`config.mk`:
```
export PLATFORM = sky130hd
export DESIGN_NAME = cvsd_decoder_flat
export DESIGN_NICKNAME = d
export VERILOG_FILES = /design/src/rtl/cvsd_pkg.sv /design/src/rtl/cvsd_decoder_if.sv /design/src/rtl/cvsd_step_adapt.sv /design/src/rtl/cvsd_decoder.sv /design/src/flat_wrapper.sv
export SDC_FILE = /design/constraint.sdc
export NUM_CORES = 1
export LEC_CHECK = 0
export ABC_AREA = 1
export CORE_ASPECT_RATIO = 0.7
export CORE_MARGIN = 2
export CORE_UTILIZATION = 59
export DETAILED_ROUTE_END_ITERATION = 10
export GPL_TIMING_DRIVEN = 0
export HOLD_SLACK_MARGIN = 0.05
export PLACE_DENSITY = 0.88
export SLEW_MARGIN = 20
export SYNTH_ARGS = -nofsm -noshare
export SYNTH_HDL_FRONTEND = slang
export SYNTH_SLANG_ARGS = --single-unit
```
`constraint.sdc`:
```
create_clock -name CLOCK -period 4.4 [get_ports CLOCK]
set_input_delay 0.66 -clock CLOCK [delete_from_list [all_inputs] [get_ports CLOCK]]
set_output_delay 0.66 -clock CLOCK [all_outputs]
set_load 0.1 [all_outputs]
```
`src/rtl/cvsd_pkg.sv`:
```
// Shared CVSD constants and helpers; imported by encoder and decoder so both adapt identically.
package cvsd_pkg;

    localparam int unsigned DATA_W      = 8;
    localparam int unsigned MIDSCALE    = 1 << (DATA_W - 1);
    localparam int unsigned STEP_W      = 6;
    localparam int unsigned EXT_W       = DATA_W + 2;
    localparam int unsigned RUN_LEN     = 3;
    localparam int unsigned STEP_MIN    = 1;
    localparam int unsigned STEP_MAX    = 32;
    localparam int unsigned STEP_INC    = 2;
    localparam int unsigned DECAY_SHIFT = 3;
    localparam int unsigned FILT_SHIFT  = 2;

    // Saturate a signed extended-width value into the unsigned sample range.
    function automatic logic [DATA_W-1:0] clamp_sample(input logic signed [EXT_W-1:0] v);
        if (v[EXT_W-1]) return '0;
        if (|v[EXT_W-2:DATA_W]) return '1;
        return v[DATA_W-1:0];
    endfunction

endpackage

```
`src/rtl/cvsd_decoder_if.sv`:
```
// Bit-stream input and reconstruction outputs of the CVSD decoder.
interface cvsd_decoder_if;

    logic                          bit_in;
    logic                          bit_valid;
    logic [cvsd_pkg::DATA_W-1:0]   xp_out;
    logic [cvsd_pkg::DATA_W-1:0]   y_out;
    logic                          out_valid;
    logic                          flag;
    logic [cvsd_pkg::STEP_W-1:0]   step_out;

    modport master (
        output bit_in, bit_valid,
        input  xp_out, y_out, out_valid, flag, step_out
    );

    modport slave (
        input  bit_in, bit_valid,
        output xp_out, y_out, out_valid, flag, step_out
    );

endinterface

```
`src/rtl/cvsd_step_adapt.sv`:
```
// Bit history, coincidence detection and step-size adaptation shared by encoder and decoder.
module cvsd_step_adapt
    import cvsd_pkg::*;
(
    input  logic              clk,
    input  logic              rst,
    input  logic              en,
    input  logic              bit_in,
    output logic [STEP_W-1:0] step,
    output logic [STEP_W-1:0] step_next_c,
    output logic              flag
);

    localparam int unsigned FILL_W = $clog2(RUN_LEN + 1);
    localparam int unsigned UP_W   = STEP_W + 1;

    logic [RUN_LEN-1:0] hist;
    logic [RUN_LEN-1:0] hist_new;
    logic [FILL_W-1:0]  fill;
    logic [FILL_W-1:0]  fill_new;
    logic               coin_c;
    logic [UP_W-1:0]    up;
    logic [STEP_W-1:0]  dec;
    logic [STEP_W-1:0]  down;

    // Fill count keeps a partially filled history after reset from faking a run.
    always_comb begin
        hist_new = {hist[RUN_LEN-2:0], bit_in};
        fill_new = (fill == FILL_W'(RUN_LEN)) ? fill : fill + FILL_W'(1);
        coin_c   = (fill_new == FILL_W'(RUN_LEN)) && ((&hist_new) || !(|hist_new));

        up   = UP_W'(step) + UP_W'(STEP_INC);
        dec  = step >> DECAY_SHIFT;
        if (dec == '0 && step > STEP_W'(STEP_MIN)) dec = STEP_W'(1);
        down = step - dec;

        if (coin_c) step_next_c = (up > UP_W'(STEP_MAX)) ? STEP_W'(STEP_MAX) : up[STEP_W-1:0];
        else        step_next_c = (down < STEP_W'(STEP_MIN)) ? STEP_W'(STEP_MIN) : down;
    end

    always_ff @(posedge clk) begin
        if (rst) begin
            hist <= '0;
            fill <= '0;
            step <= STEP_W'(STEP_MIN);
            flag <= 1'b0;
        end else if (en) begin
            hist <= hist_new;
            fill <= fill_new;
            step <= step_next_c;
            flag <= coin_c;
        end
    end

endmodule

```
`src/rtl/cvsd_decoder.sv`:
```
// CVSD receiver: adaptive-step integrator followed by a first-order smoothing filter.
module cvsd_decoder
    import cvsd_pkg::*;
(
    input  logic           CLOCK,
    input  logic           RESET,
    cvsd_decoder_if.slave  bus
);

    logic [STEP_W-1:0]        step;
    logic [STEP_W-1:0]        step_next_c;
    logic                     flag;
    logic [DATA_W-1:0]        xp;
    logic [DATA_W-1:0]        y;
    logic                     stage2;
    logic                     out_valid;

    logic signed [EXT_W-1:0]  xp_ext;
    logic signed [EXT_W-1:0]  step_ext;
    logic signed [EXT_W-1:0]  xp_sum;
    logic signed [EXT_W-1:0]  y_ext;
    logic signed [EXT_W-1:0]  err;
    logic signed [EXT_W-1:0]  delta;
    logic signed [EXT_W-1:0]  y_sum;

    cvsd_step_adapt u_step (
        .clk         (CLOCK),
        .rst         (RESET),
        .en          (bus.bit_valid),
        .bit_in      (bus.bit_in),
        .step        (step),
        .step_next_c (step_next_c),
        .flag        (flag)
    );

    // Integrator uses the freshly adapted step; filter always moves at least one LSB toward xp.
    always_comb begin
        xp_ext   = EXT_W'(xp);
        step_ext = EXT_W'(step_next_c);
        xp_sum   = bus.bit_in ? (xp_ext + step_ext) : (xp_ext - step_ext);

        y_ext = EXT_W'(y);
        err   = xp_ext - y_ext;
        delta = err >>> FILT_SHIFT;
        if (delta == '0 && err != '0) delta = err[EXT_W-1] ? '1 : EXT_W'(1);
        y_sum = y_ext + delta;
    end

    always_ff @(posedge CLOCK) begin
        if (RESET) begin
            xp        <= DATA_W'(MIDSCALE);
            y         <= DATA_W'(MIDSCALE);
            stage2    <= 1'b0;
            out_valid <= 1'b0;
        end else begin
            stage2    <= bus.bit_valid;
            out_valid <= stage2;
            if (bus.bit_valid) xp <= clamp_sample(xp_sum);
            if (stage2)        y  <= clamp_sample(y_sum);
        end
    end

    assign bus.xp_out    = xp;
    assign bus.y_out     = y;
    assign bus.out_valid = out_valid;
    assign bus.flag      = flag;
    assign bus.step_out  = step;

endmodule

```
`src/flat_wrapper.sv`:
```
// flat-port wrapper written by rule: the top's interface ports become plain ports
module cvsd_decoder_flat import cvsd_pkg::*;
  (CLOCK, RESET, bus_bit_in, bus_bit_valid, bus_xp_out, bus_y_out, bus_out_valid, bus_flag, bus_step_out);
  cvsd_decoder_if bus_i ();
  input  logic CLOCK;
  input  logic RESET;
  input wire logic [$bits(bus_i.bit_in)-1:0] bus_bit_in;
  input wire logic [$bits(bus_i.bit_valid)-1:0] bus_bit_valid;
  output wire logic [$bits(bus_i.xp_out)-1:0] bus_xp_out;
  output wire logic [$bits(bus_i.y_out)-1:0] bus_y_out;
  output wire logic [$bits(bus_i.out_valid)-1:0] bus_out_valid;
  output wire logic [$bits(bus_i.flag)-1:0] bus_flag;
  output wire logic [$bits(bus_i.step_out)-1:0] bus_step_out;
  assign bus_i.bit_in = bus_bit_in;
  assign bus_i.bit_valid = bus_bit_valid;
  assign bus_xp_out = bus_i.xp_out;
  assign bus_y_out = bus_i.y_out;
  assign bus_out_valid = bus_i.out_valid;
  assign bus_flag = bus_i.flag;
  assign bus_step_out = bus_i.step_out;
  cvsd_decoder u_core (.CLOCK(CLOCK), .RESET(RESET), .bus(bus_i));
endmodule
```
==> results of run 1 <==
## state kept, by name, summed over array words and instances, names as in the netlist
name	cells
u_core.bus.out_valid	1
u_core.bus.xp_out	8
u_core.bus.y_out	8
u_core.stage2	1
u_core.u_step.fill	2
u_core.u_step.flag	1
u_core.u_step.hist	2
u_core.u_step.step	6
## per-layer routing
metal | wire length (µm) | up-vias | global-route usage
li1 | - | 1656 | -
met1 | 3850 | 1478 | 0.424
met2 | 3410 | 161 | 0.447
met3 | 886 | 4 | 0.0654
met4 | 23 | 0 | 0.0261
met5 | 0 | - | 0
## worst paths after layout
path	from	end	slack (ns)	cells past startpoint
setup / recovery	u_core.u_step.step[3]	u_core.bus.xp_out[3]	0.68	22
hold / removal	u_core.u_step.fill[0]	u_core.u_step.fill[1]	0.48	2
setup reg to reg	u_core.u_step.step[3]	u_core.bus.xp_out[3]	0.68	22
hold reg to reg	u_core.u_step.fill[0]	u_core.u_step.fill[1]	0.48	2
## worst max-delay path, delay by kind of cell, from the launching register on
family	cells	cell delay (ns)
DFF	1	0.31
and+or+nand+nor	10	0.86
adders and majority gates	4	1.31
xor gates and xnor gates	1	0.24
AOI/OAI and AO/OA	3	0.41
buffers and inverters	4	0.41
## cells by family after synthesis
| kind of cell | synth area share |
|---|---|
| compound gates | 0.127 |
| xor+xnor | 0.0386 |
| buf+inv | 0.118 |
| simple gates | 0.368 |
| flops | 0.183 |
| fa+ha+maj | 0.165 |
## layout make-up
class | count | share of cell area
multi-input cells | 373 | 0.613
flip-flops and latches | 29 | 0.160
inverters | 81 | 0.0839
repair buffers | 26 | 0.0718
well taps | 72 | 0.0248
clock buffers | 6 | 0.0228
plain buffers | 13 | 0.0200
clock inverters | 2 | 0.00380
## through the flow
| stage | instance area, µm² | utilization | hold WS [ns] | cells |
|---|---|---|---|---|
| after floorplan | 3180 | - | 0.441 | 496 |
| after global placement | 3530 | 0.675 | 0.455 | 594 |
| after detailed placement | 3530 | 0.675 | 0.462 | 594 |
| after CTS | 3630 | 0.693 | 0.481 | 602 |
| after global routing | 3630 | 0.693 | 0.540 | 602 |
| final | 3630 | 0.693 | 0.482 | 602 |
## placed cells by master (no fill, tap or decap), drive strengths merged, types with 2 or more instances in the layout
master and n:
xnor2 4, nand3b 5, nor3 5, clkinv 3
nand2 148, fa 5, nand3 50, or2 3
ha 34, clkdlybuf4s50 26, xor2 10, o21ai 16
a21oi 46, dfxtp 29, clkbuf 11, nor2 29
a31oi 2, buf 8, inv 80, nand4 11
==> qor.txt, run 1 <==
RD Place Congestion: 0.960
Post-synth EDFFs: 0
Starting density of the core: 0.608
Slowest library cell on the worst path: fa_1
Core area: 5230 µm²
Final WL: 8170 µm
Cells after synthesis: 496
Root Buffer: clkbuf_8
DRT iter0 DRCs: 275
Final min period: 3.72 ns
Top FF cell, synth: dfxtp_1
Slew HR: 0.346
H-tree Lvls: 2
Final Hold Fails: 0
Post-CTS setup buffer count: 0
DIE AREA: 6000 µm²
Final Setup Violations: 0
Sequential element share of the synthesized area: 0.183
Startpoint Class: flip-flop
Hold_buf cts: 0
Final HPWL DP: 6580 µm
Total of max-cap violations: 0
WL per Instance: 13.6 µm
Cell taking the most area after synthesis: dfxtp_1
Max Buffers Root-to-Sink: 2
CP Data Arrival Time: 3.86 ns
RSZ-0062 raised after global routing: no
Synth-to-Final Area Change: 14.0%
Core Rows: 22
Clock-pin slew on the worst setup and hold paths: 0.07 ns
Post-synth cell types: 41
N_diodes: 0
CTS tree: yes
Share of layout cells above drive strength 1: 0.109
Number of buffers created by CTS: 5
Residual DRC: 0
CP Class: flip-flop to flip-flop
Number of global-route vias before repair: 3009
Final #Nets: 572
DR vias: 3299
Max-slew violations: 0
First-pass GRT wire length: 14000 µm
Largest net degree at the start of global routing: 11
Multi-input gate area: 2220 µm²
Final setup TNS: 0 ns
Port-buffer cells: 26
CP endpoint kind: flip-flop
Net Count, Synth: 539
Pre-CTS setup slack: 0.748 ns
Worst-Margin Slew: 0.979 ns
Num Clock Sinks: 29
Via/cell ratio: 5.48
Initial antenna violation count: 0
Highest clock rate: 269 MHz
Die Ht: 65.4 µm
I/O pin cnt: 28
Most frequent cell after synthesis: nand2_1
Share of the synthesized area in the top cell type: 0.183
Async SR Flop Fraction: 0
Register Area: 581 µm²
GRT Total Usage: 0.288
Resized cells post-CTS: 0
Die Wd: 91.7 µm
Final period utilization: 0.845
Commonest cells post-synth: 135 x nand2_1, 74 x inv_1, 47 x nand3_1
Setup ws final: 0.682 ns
Yosys warns: 0
Skew-Pair Late Insertion Delay: 0.28 ns
Fillers: 453
Syn_area_per_cell: 6.41 µm²
Antenna Nets Post-Route: 0
Drt pass-1 iters: 6
Min-delay worst type: flip-flop to flip-flop
Crit path max fanout: 7
Worst Clk Skew: 0.00977 ns
Netlist Area Pre-Place: 3180 µm²
Worst path cell trace: buf_4 > inv_1 > o31ai_1 > ha_1 > fa_1 > o21ai_0 > xor2_1 > nor2_1 > nand3_1 > nand2_1 > nand2_1 > inv_1 > ha_1 > fa_1 > nand2_1 > nand3_1 > nand2_2 > nand2_4 > inv_2 > nand3_1 > nand2_1 > a21oi_2
Crit path top cell by count: nand2_1
GRT overflow: 0
CP required: 4.54 ns
Status: finished clean
Slowest stage delay, CP: 0.46 ns
Top cells by area, synth: dfxtp_1 18%, nand2_1 16%, ha_1 13%, inv_1 8.7%, nand3_1 7.4%
Synth Register Bits: 29
Power of run 1 is not shown: default switching activity piles up to over one toggle a cycle in this logic, so the estimate is an artifact.
==> run 2, diff against run 1 <==
--- a/config.mk
+++ b/config.mk
@@ -8,11 +8,11 @@
 export ABC_AREA = 1
 export CORE_ASPECT_RATIO = 0.7
 export CORE_MARGIN = 2
-export CORE_UTILIZATION = 59
+export CORE_UTILIZATION = 53
 export DETAILED_ROUTE_END_ITERATION = 10
 export GPL_TIMING_DRIVEN = 0
 export HOLD_SLACK_MARGIN = 0.05
-export PLACE_DENSITY = 0.88
+export PLACE_DENSITY = 0.84
 export SLEW_MARGIN = 20
 export SYNTH_ARGS = -nofsm -noshare
 export SYNTH_HDL_FRONTEND = slang
==> constraint.sdc (replaced) <==
create_clock -name CLOCK -period 3.3 [get_ports CLOCK]
set_input_delay 0.495 -clock CLOCK [delete_from_list [all_inputs] [get_ports CLOCK]]
set_output_delay 0.495 -clock CLOCK [all_outputs]
set_load 0.1 [all_outputs]
==> run 2 against run 1 <==
- worst setup slack worse by 0.65 ns
- utilization up 1.1 points
- die area up 11%
- cell area up 12%
- wire length up 13%
- cell count up 2.7%
- worst hold slack worse by 0.0065 ns
- non-clock buffer count up 13
- clock skew down 0.0065 ns
- first-iteration DRC count down 5.5%
- sequential share of layout area down 0.58 points
- critical path depth down 3
- critical path type unchanged
==> qor.txt, run 2 (synthesis results as in run 1) <==
Hold endpoint: u_core.u_step.fill[1] (unchanged)
Clock-pin slew on the worst setup and hold paths: 0.07 ns (about the same)
Final setup TNS: 0 ns (unchanged)
Hold depth: 2 (unchanged)
Setup ws final: 0.0373 ns (was 0.682 ns)
WL per Instance: 15.0 µm (was 13.6 µm)
Final min period: 3.26 ns (was 3.72 ns)
CP Class: flip-flop to flip-flop (unchanged)
Max Buffers Root-to-Sink: 2 (unchanged)
Slew HR: 0.339 (was 0.346)
Hold_buf cts: 0 (unchanged)
Hold_sp: u_core.u_step.fill[0] (unchanged)
Antenna Nets Post-Route: 0 (unchanged)
Reg-to-reg startpoint: u_core.u_step.step[2] (was u_core.u_step.step[3])
R2R depth: 19 (was 22)
Final HPWL DP: 6540 µm (was 6580 µm)
GRT overflow: 0 (unchanged)
R2R Path End: u_core.bus.xp_out[1] (was u_core.bus.xp_out[3])
RSZ-0062 raised after global routing: yes (was no)
RD Place Congestion: 0.960 (about the same)
Initial antenna violation count: 0 (unchanged)
Number of buffers created by CTS: 5 (unchanged)
Crit path max fanout: 8 (was 7)
Share of layout cells above drive strength 1: 0.256 (was 0.109)
Root Buffer: clkbuf_8 (unchanged)
Number of global-route vias before repair: 2919 (was 3009)
Die Ht: 68.8 µm (was 65.4 µm)
DRT iter0 DRCs: 260 (was 275)
Final WL: 9250 µm (was 8170 µm)
Synth-to-Final Area Change: 27.5% (was 14.0%)
Port-buffer cells: 26 (unchanged)
CP required: 3.51 ns (was 4.54 ns)
Highest clock rate: 306 MHz (was 269 MHz)
Core Rows: 23 (was 22)
Residual DRC: 0 (unchanged)
Most frequent cells in the layout: 129 x nand2_1, 70 x inv_1, 41 x nand3_1 (was 135 x nand2_1, 74 x inv_1, 47 x nand3_1)
DIE AREA: 6640 µm² (was 6000 µm²)
Most common cell after layout, fill and taps aside: nand2_1 (unchanged)
Final Hold Fails: 0 (unchanged)
Num Clock Sinks: 29 (unchanged)
DR vias: 3501 (was 3299)
Die Wd: 96.6 µm (was 91.7 µm)
Min-delay worst type: flip-flop to flip-flop (unchanged)
Pre-CTS setup slack: -0.192 ns (was 0.748 ns)
I/O pin cnt: 28 (unchanged)
First-pass GRT wire length: 13500 µm (was 14000 µm)
Worst reg-to-reg setup slack: 0.04 ns (was 0.68 ns)
N_diodes: 0 (unchanged)
CTS tree: yes (unchanged)
Final Setup Violations: 0 (unchanged)
Worst Clk Skew: 0.00325 ns (was 0.00977 ns)
CP endpoint kind: flip-flop (unchanged)
Drt pass-1 iters: 6 (unchanged)
Final period utilization: 0.989 (was 0.845)
CP Data Arrival Time: 3.47 ns (was 3.86 ns)
Startpoint Class: flip-flop (unchanged)
Core area: 5760 µm² (was 5230 µm²)
Total of max-cap violations: 0 (unchanged)
Starting density of the core: 0.552 (was 0.608)
H-tree Lvls: 2 (unchanged)
Via/cell ratio: 5.67 (was 5.48)
Skew-Pair Late Insertion Delay: 0.28 ns (about the same)
Largest net degree at the start of global routing: 11 (unchanged)
Status: finished clean (unchanged)
GRT Total Usage: 0.263 (was 0.288)
Max-slew violations: 0 (unchanged)
Final #Nets: 585 (was 572)
Worst-Margin Slew: 0.988 ns (was 0.979 ns)
==> run 2: cell count changes in the layout (fill, tap and decap cells not counted), sizes merged <==
cell,delta
clkinv,-2
buf,+12
clkbuf,+3
clkinvlp,+1
inv,-1
==> run 2: worst max-delay path: stages (launching register included) <==
cell     delay, ns
dfxtp_4       0.35
nor2_4        0.10
o31ai_2       0.06
ha_2          0.20
fa_2          0.39
o21ai_2       0.16
xor2_1        0.20
nor2_1        0.07
nand3_1       0.11
nand2_2       0.08
nand2_2       0.09
inv_4         0.05
ha_4          0.16
fa_2          0.40
inv_4         0.09
nand3_4       0.10
nand4_4       0.12
and2_4        0.22
o21ai_2       0.07
a21oi_1       0.15
==> run 2: through the flow <==
step / util / instance area, µm² / cells / hold WS, ns
after floorplan: - / 3230 / 496 / 0.441
after global placement: 0.622 / 3580 / 597 / 0.456
after detailed placement: 0.622 / 3580 / 597 / 0.461
after CTS: 0.651 / 3740 / 607 / 0.476
after global routing: 0.704 / 4050 / 618 / 0.495
final: 0.704 / 4050 / 618 / 0.476
==> run 2: metal layers <==
metal	wire length [µm]	vias to the layer above	global-route usage
li1	-	1679	-
met1	4290	1632	0.402
met2	4090	174	0.404
met3	769	16	0.0326
met4	87	0	0.0370
met5	0	-	0
==> run 2: worst max-delay path by stage <==
stage	startpoint	to	slack [ns]	cells after the start
finish	u_core.u_step.step[2]	u_core.bus.xp_out[1]	0.04	19
global route	u_core.u_step.step[2]	u_core.bus.xp_out[1]	-0.10	19
CTS	u_core.u_step.step[3]	u_core.bus.xp_out[6]	0.004	21
detailed placement	u_core.u_step.step[3]	u_core.bus.xp_out[3]	-0.19	22
global placement	u_core.u_step.step[3]	u_core.bus.xp_out[6]	-0.16	22
floorplan	u_core.u_step.step[3]	u_core.bus.xp_out[3]	0.02	21
==> run 2: final cells by class <==
| type | instances | area (µm²) |
|---|---|---|
| Fill cell | 454 | 1700 |
| Inverter | 81 | 323 |
| Buffer | 11 | 56.3 |
| Tap cell | 75 | 93.8 |
| Sequential cell | 29 | 626 |
| Clock buffer | 8 | 111 |
| Multi-Input combinational cell | 373 | 2470 |
| Timing Repair Buffer | 41 | 373 |
==> run 2: what timing repair did <==
action,4_1_cts,5_1_grt
cloned,0,0
resized for setup,13,54
setup endpoints to repair,9,16
pin swaps,3,18
setup buffers,2,13
Power of run 2 is left out for the same reason.
==> run 3, diff against run 2 <==
--- a/config.mk
+++ b/config.mk
@@ -8,11 +8,12 @@
 export ABC_AREA = 1
 export CORE_ASPECT_RATIO = 0.7
 export CORE_MARGIN = 2
-export CORE_UTILIZATION = 53
+export CORE_UTILIZATION = 55
+export CTS_BUF_LIST = sky130_fd_sc_hd__clkbuf_4
 export DETAILED_ROUTE_END_ITERATION = 10
 export GPL_TIMING_DRIVEN = 0
 export HOLD_SLACK_MARGIN = 0.05
-export PLACE_DENSITY = 0.84
+export PLACE_DENSITY = 0.87
 export SLEW_MARGIN = 20
 export SYNTH_ARGS = -nofsm -noshare
 export SYNTH_HDL_FRONTEND = slang
==> run 3 against run 2 <==
- the flow now finishes with violations (setup timing)
- worst hold slack gained 0.017 ns
- flip-flop and latch count stayed put
- global-route usage up 2.2 points
- cell area decreased by 2.3%
- count of clock-buffer cells in the layout down 2
- critical path depth unchanged
- wire length decreased by 1.5%
- utilization down 0.25 points
- clock skew is 0.012 ns higher
- first-iteration DRC count grew 16%
- critical endpoint is now u_core.bus.xp_out[3]
- largest cell class unchanged
==> qor.txt, run 3 (synthesis results as in run 1) <==
Highest clock rate: 302 MHz (was 306 MHz)
CP required: 3.57 ns (was 3.51 ns)
Worst reg-to-reg setup slack: -0.01 ns (was 0.04 ns)
RD Place Congestion: 0.942 (was 0.960)
CP Class: flip-flop to flip-flop (unchanged)
Non-Filler Instances: 616 (was 618)
WL per Instance: 14.8 µm (was 15.0 µm)
Share of layout cells above drive strength 1: 0.251 (was 0.256)
Crit path max fanout: 8 (unchanged)
Final WL: 9110 µm (was 9250 µm)
Most frequent cells in the layout: 125 x nand2_1, 71 x inv_1, 43 x nand3_1 (was 129 x nand2_1, 70 x inv_1, 41 x nand3_1)
Skew-Pair Late Insertion Delay: 0.35 ns (was 0.28 ns)
Port-buffer cells: 26 (unchanged)
Residual DRC: 0 (unchanged)
Slowest stage delay, CP: 0.40 ns (about the same)
Antenna Nets Post-Route: 0 (unchanged)
CP endpoint kind: flip-flop (unchanged)
Num Clock Sinks: 29 (unchanged)
Worst Clk Skew: 0.0154 ns (was 0.00325 ns)
Startpoint Class: flip-flop (unchanged)
Number of buffers created by CTS: 5 (unchanged)
Die Wd: 94.9 µm (was 96.6 µm)
First-pass GRT wire length: 14300 µm (was 13500 µm)
Pre-CTS setup slack: -0.301 ns (was -0.192 ns)
Core area: 5640 µm² (was 5760 µm²)
Via/cell ratio: 5.63 (was 5.67)
Clock-pin slew on the worst setup and hold paths: 0.12 ns (was 0.07 ns)
Worst path cell trace: nor2_4 > o31ai_2 > ha_2 > fa_2 > o21ai_2 > xor2_1 > nor2_1 > nand3_1 > nand2_1 > nand2_1 > inv_2 > ha_4 > fa_2 > inv_4 > nand3_4 > nand4_4 > and2_4 > nand2_2 > a21oi_2 (was nor2_4 > o31ai_2 > ha_2 > fa_2 > o21ai_2 > xor2_1 > nor2_1 > nand3_1 > nand2_2 > nand2_2 > inv_4 > ha_4 > fa_2 > inv_4 > nand3_4 > nand4_4 > and2_4 > o21ai_2 > a21oi_1)
Worst Setup SP: u_core.u_step.step[2] (unchanged)
Final Hold Fails: 0 (unchanged)
Slew HR: 0.348 (was 0.339)
Final HPWL DP: 6690 µm (was 6540 µm)
GRT Total Usage: 0.285 (was 0.263)
Number of global-route vias before repair: 3079 (was 2919)
Starting density of the core: 0.564 (was 0.552)
Largest net degree at the start of global routing: 11 (unchanged)
Initial antenna violation count: 0 (unchanged)
R2R depth: 19 (unchanged)
Root Buffer: clkbuf_4 (was clkbuf_8)
Final Setup Violations: 2 (was 0)
Total of max-cap violations: 0 (unchanged)
Max Buffers Root-to-Sink: 2 (unchanged)
CTS tree: yes (unchanged)
I/O pin cnt: 28 (unchanged)
Worst setup endpoint: u_core.bus.xp_out[3] (was u_core.bus.xp_out[1])
DRT iter0 DRCs: 302 (was 260)
Dpl cells: 597 (unchanged)
Reg-to-reg startpoint: u_core.u_step.step[2] (unchanged)
Synth-to-Final Area Change: 24.5% (was 27.5%)
Min-delay worst type: flip-flop to flip-flop (unchanged)
Status: finished with violations (was finished clean)
Worst-Margin Slew: 0.975 ns (was 0.988 ns)
DR vias: 3468 (was 3501)
Max-slew violations: 0 (unchanged)
Slowest library cell on the worst path: fa_2 (unchanged)
Most common cell after layout, fill and taps aside: nand2_1 (unchanged)
Final #Nets: 583 (was 585)
DIE AREA: 6410 µm² (was 6640 µm²)
Die Ht: 67.6 µm (was 68.8 µm)
Core Rows: 23 (unchanged)
R2R Path End: u_core.bus.xp_out[3] (was u_core.bus.xp_out[1])
Final period utilization: 1.00 (was 0.989)
H-tree Lvls: 2 (unchanged)
Setup ws final: -0.0135 ns (was 0.0373 ns)
RSZ-0062 raised after global routing: yes (unchanged)
Final min period: 3.31 ns (was 3.26 ns)
CP Data Arrival Time: 3.58 ns (was 3.47 ns)
Fillers: 451 (was 454)
Drt pass-1 iters: 6 (unchanged)
N_diodes: 0 (unchanged)
Failing checks: setup timing
GRT overflow: 0 (unchanged)
## run 3: cell types whose count changed in the layout (fill, tap and decap cells not counted), sizes merged
cell / change
buf: -1
bufinv: +1
clkbuf: -3
clkinv: +1
clkinvlp: -1
inv: +1
## run 3: what timing repair did
action	4_1_cts	5_1_grt
hold buffers	0	0
setup buffers	3	10
endpoints found under the hold margin	0	0
endpoints found under the setup margin	13	16
resized for setup	24	35
pin swaps	9	19
## run 3: per-layer routing
layer | GRT usage | wire, µm | vias to the layer above
li1 | - | - | 1680
met2 | 0.452 | 3970 | 163
met3 | 0.0413 | 900 | 23
met5 | 0 | 0 | -
met1 | 0.419 | 4090 | 1602
met4 | 0.0453 | 144 | 0
## run 3: how the worst min path moves through the flow
stage | startpoint | end | slack [ns] | cells after the start
after CTS | u_core.bus.y_out[5] | u_core.bus.y_out[5] | 0.49 | 2
after detailed placement | u_core.bus.y_out[5] | u_core.bus.y_out[5] | 0.48 | 2
final | u_core.u_step.fill[1] | u_core.u_step.fill[1] | 0.49 | 2
after global placement | u_core.u_step.fill[0] | u_core.u_step.fill[1] | 0.46 | 2
after global routing | u_core.bus.y_out[5] | u_core.bus.y_out[5] | 0.51 | 2
after floorplan | u_core.u_step.fill[0] | u_core.u_step.fill[0] | 0.44 | 1
## run 3: area by class of cell
cell class	count	area, µm²	area share
Multi-Input combinational cell	373	2440	0.615
Sequential cell	29	626	0.158
Timing Repair Buffer	39	358	0.0904
Inverter	81	312	0.0787
Tap cell	75	93.8	0.0237
Buffer	11	53.8	0.0136
Clock buffer	6	45.0	0.0114
Clock inverter	2	35.0	0.00885
## run 3: through the flow
step           instance area (µm²)  TNS [ns]   util  hold slack [ns]
6_report                      3960   -0.0241  0.702            0.493
5_1_grt                       3960     -1.25  0.702            0.509
4_1_cts                       3760         0  0.666            0.492
3_5_place_dp                  3580     -2.13  0.635            0.478
3_3_place_gp                  3580     -1.23  0.635            0.459
2_1_floorplan                 3230         0      -            0.441
## run 3: critical path: cells and delay by family, from the launching register on
family | cells | cell delay (ns)
adder cells (fa/ha/maj) | 4 | 1.15
AND/OR/NAND/NOR | 9 | 0.95
AO/OA/AOI/OAI | 3 | 0.38
flip-flops | 1 | 0.37
XOR/XNOR | 1 | 0.23
buffers and inverters | 2 | 0.16
Power of run 3 is left out for the same reason.
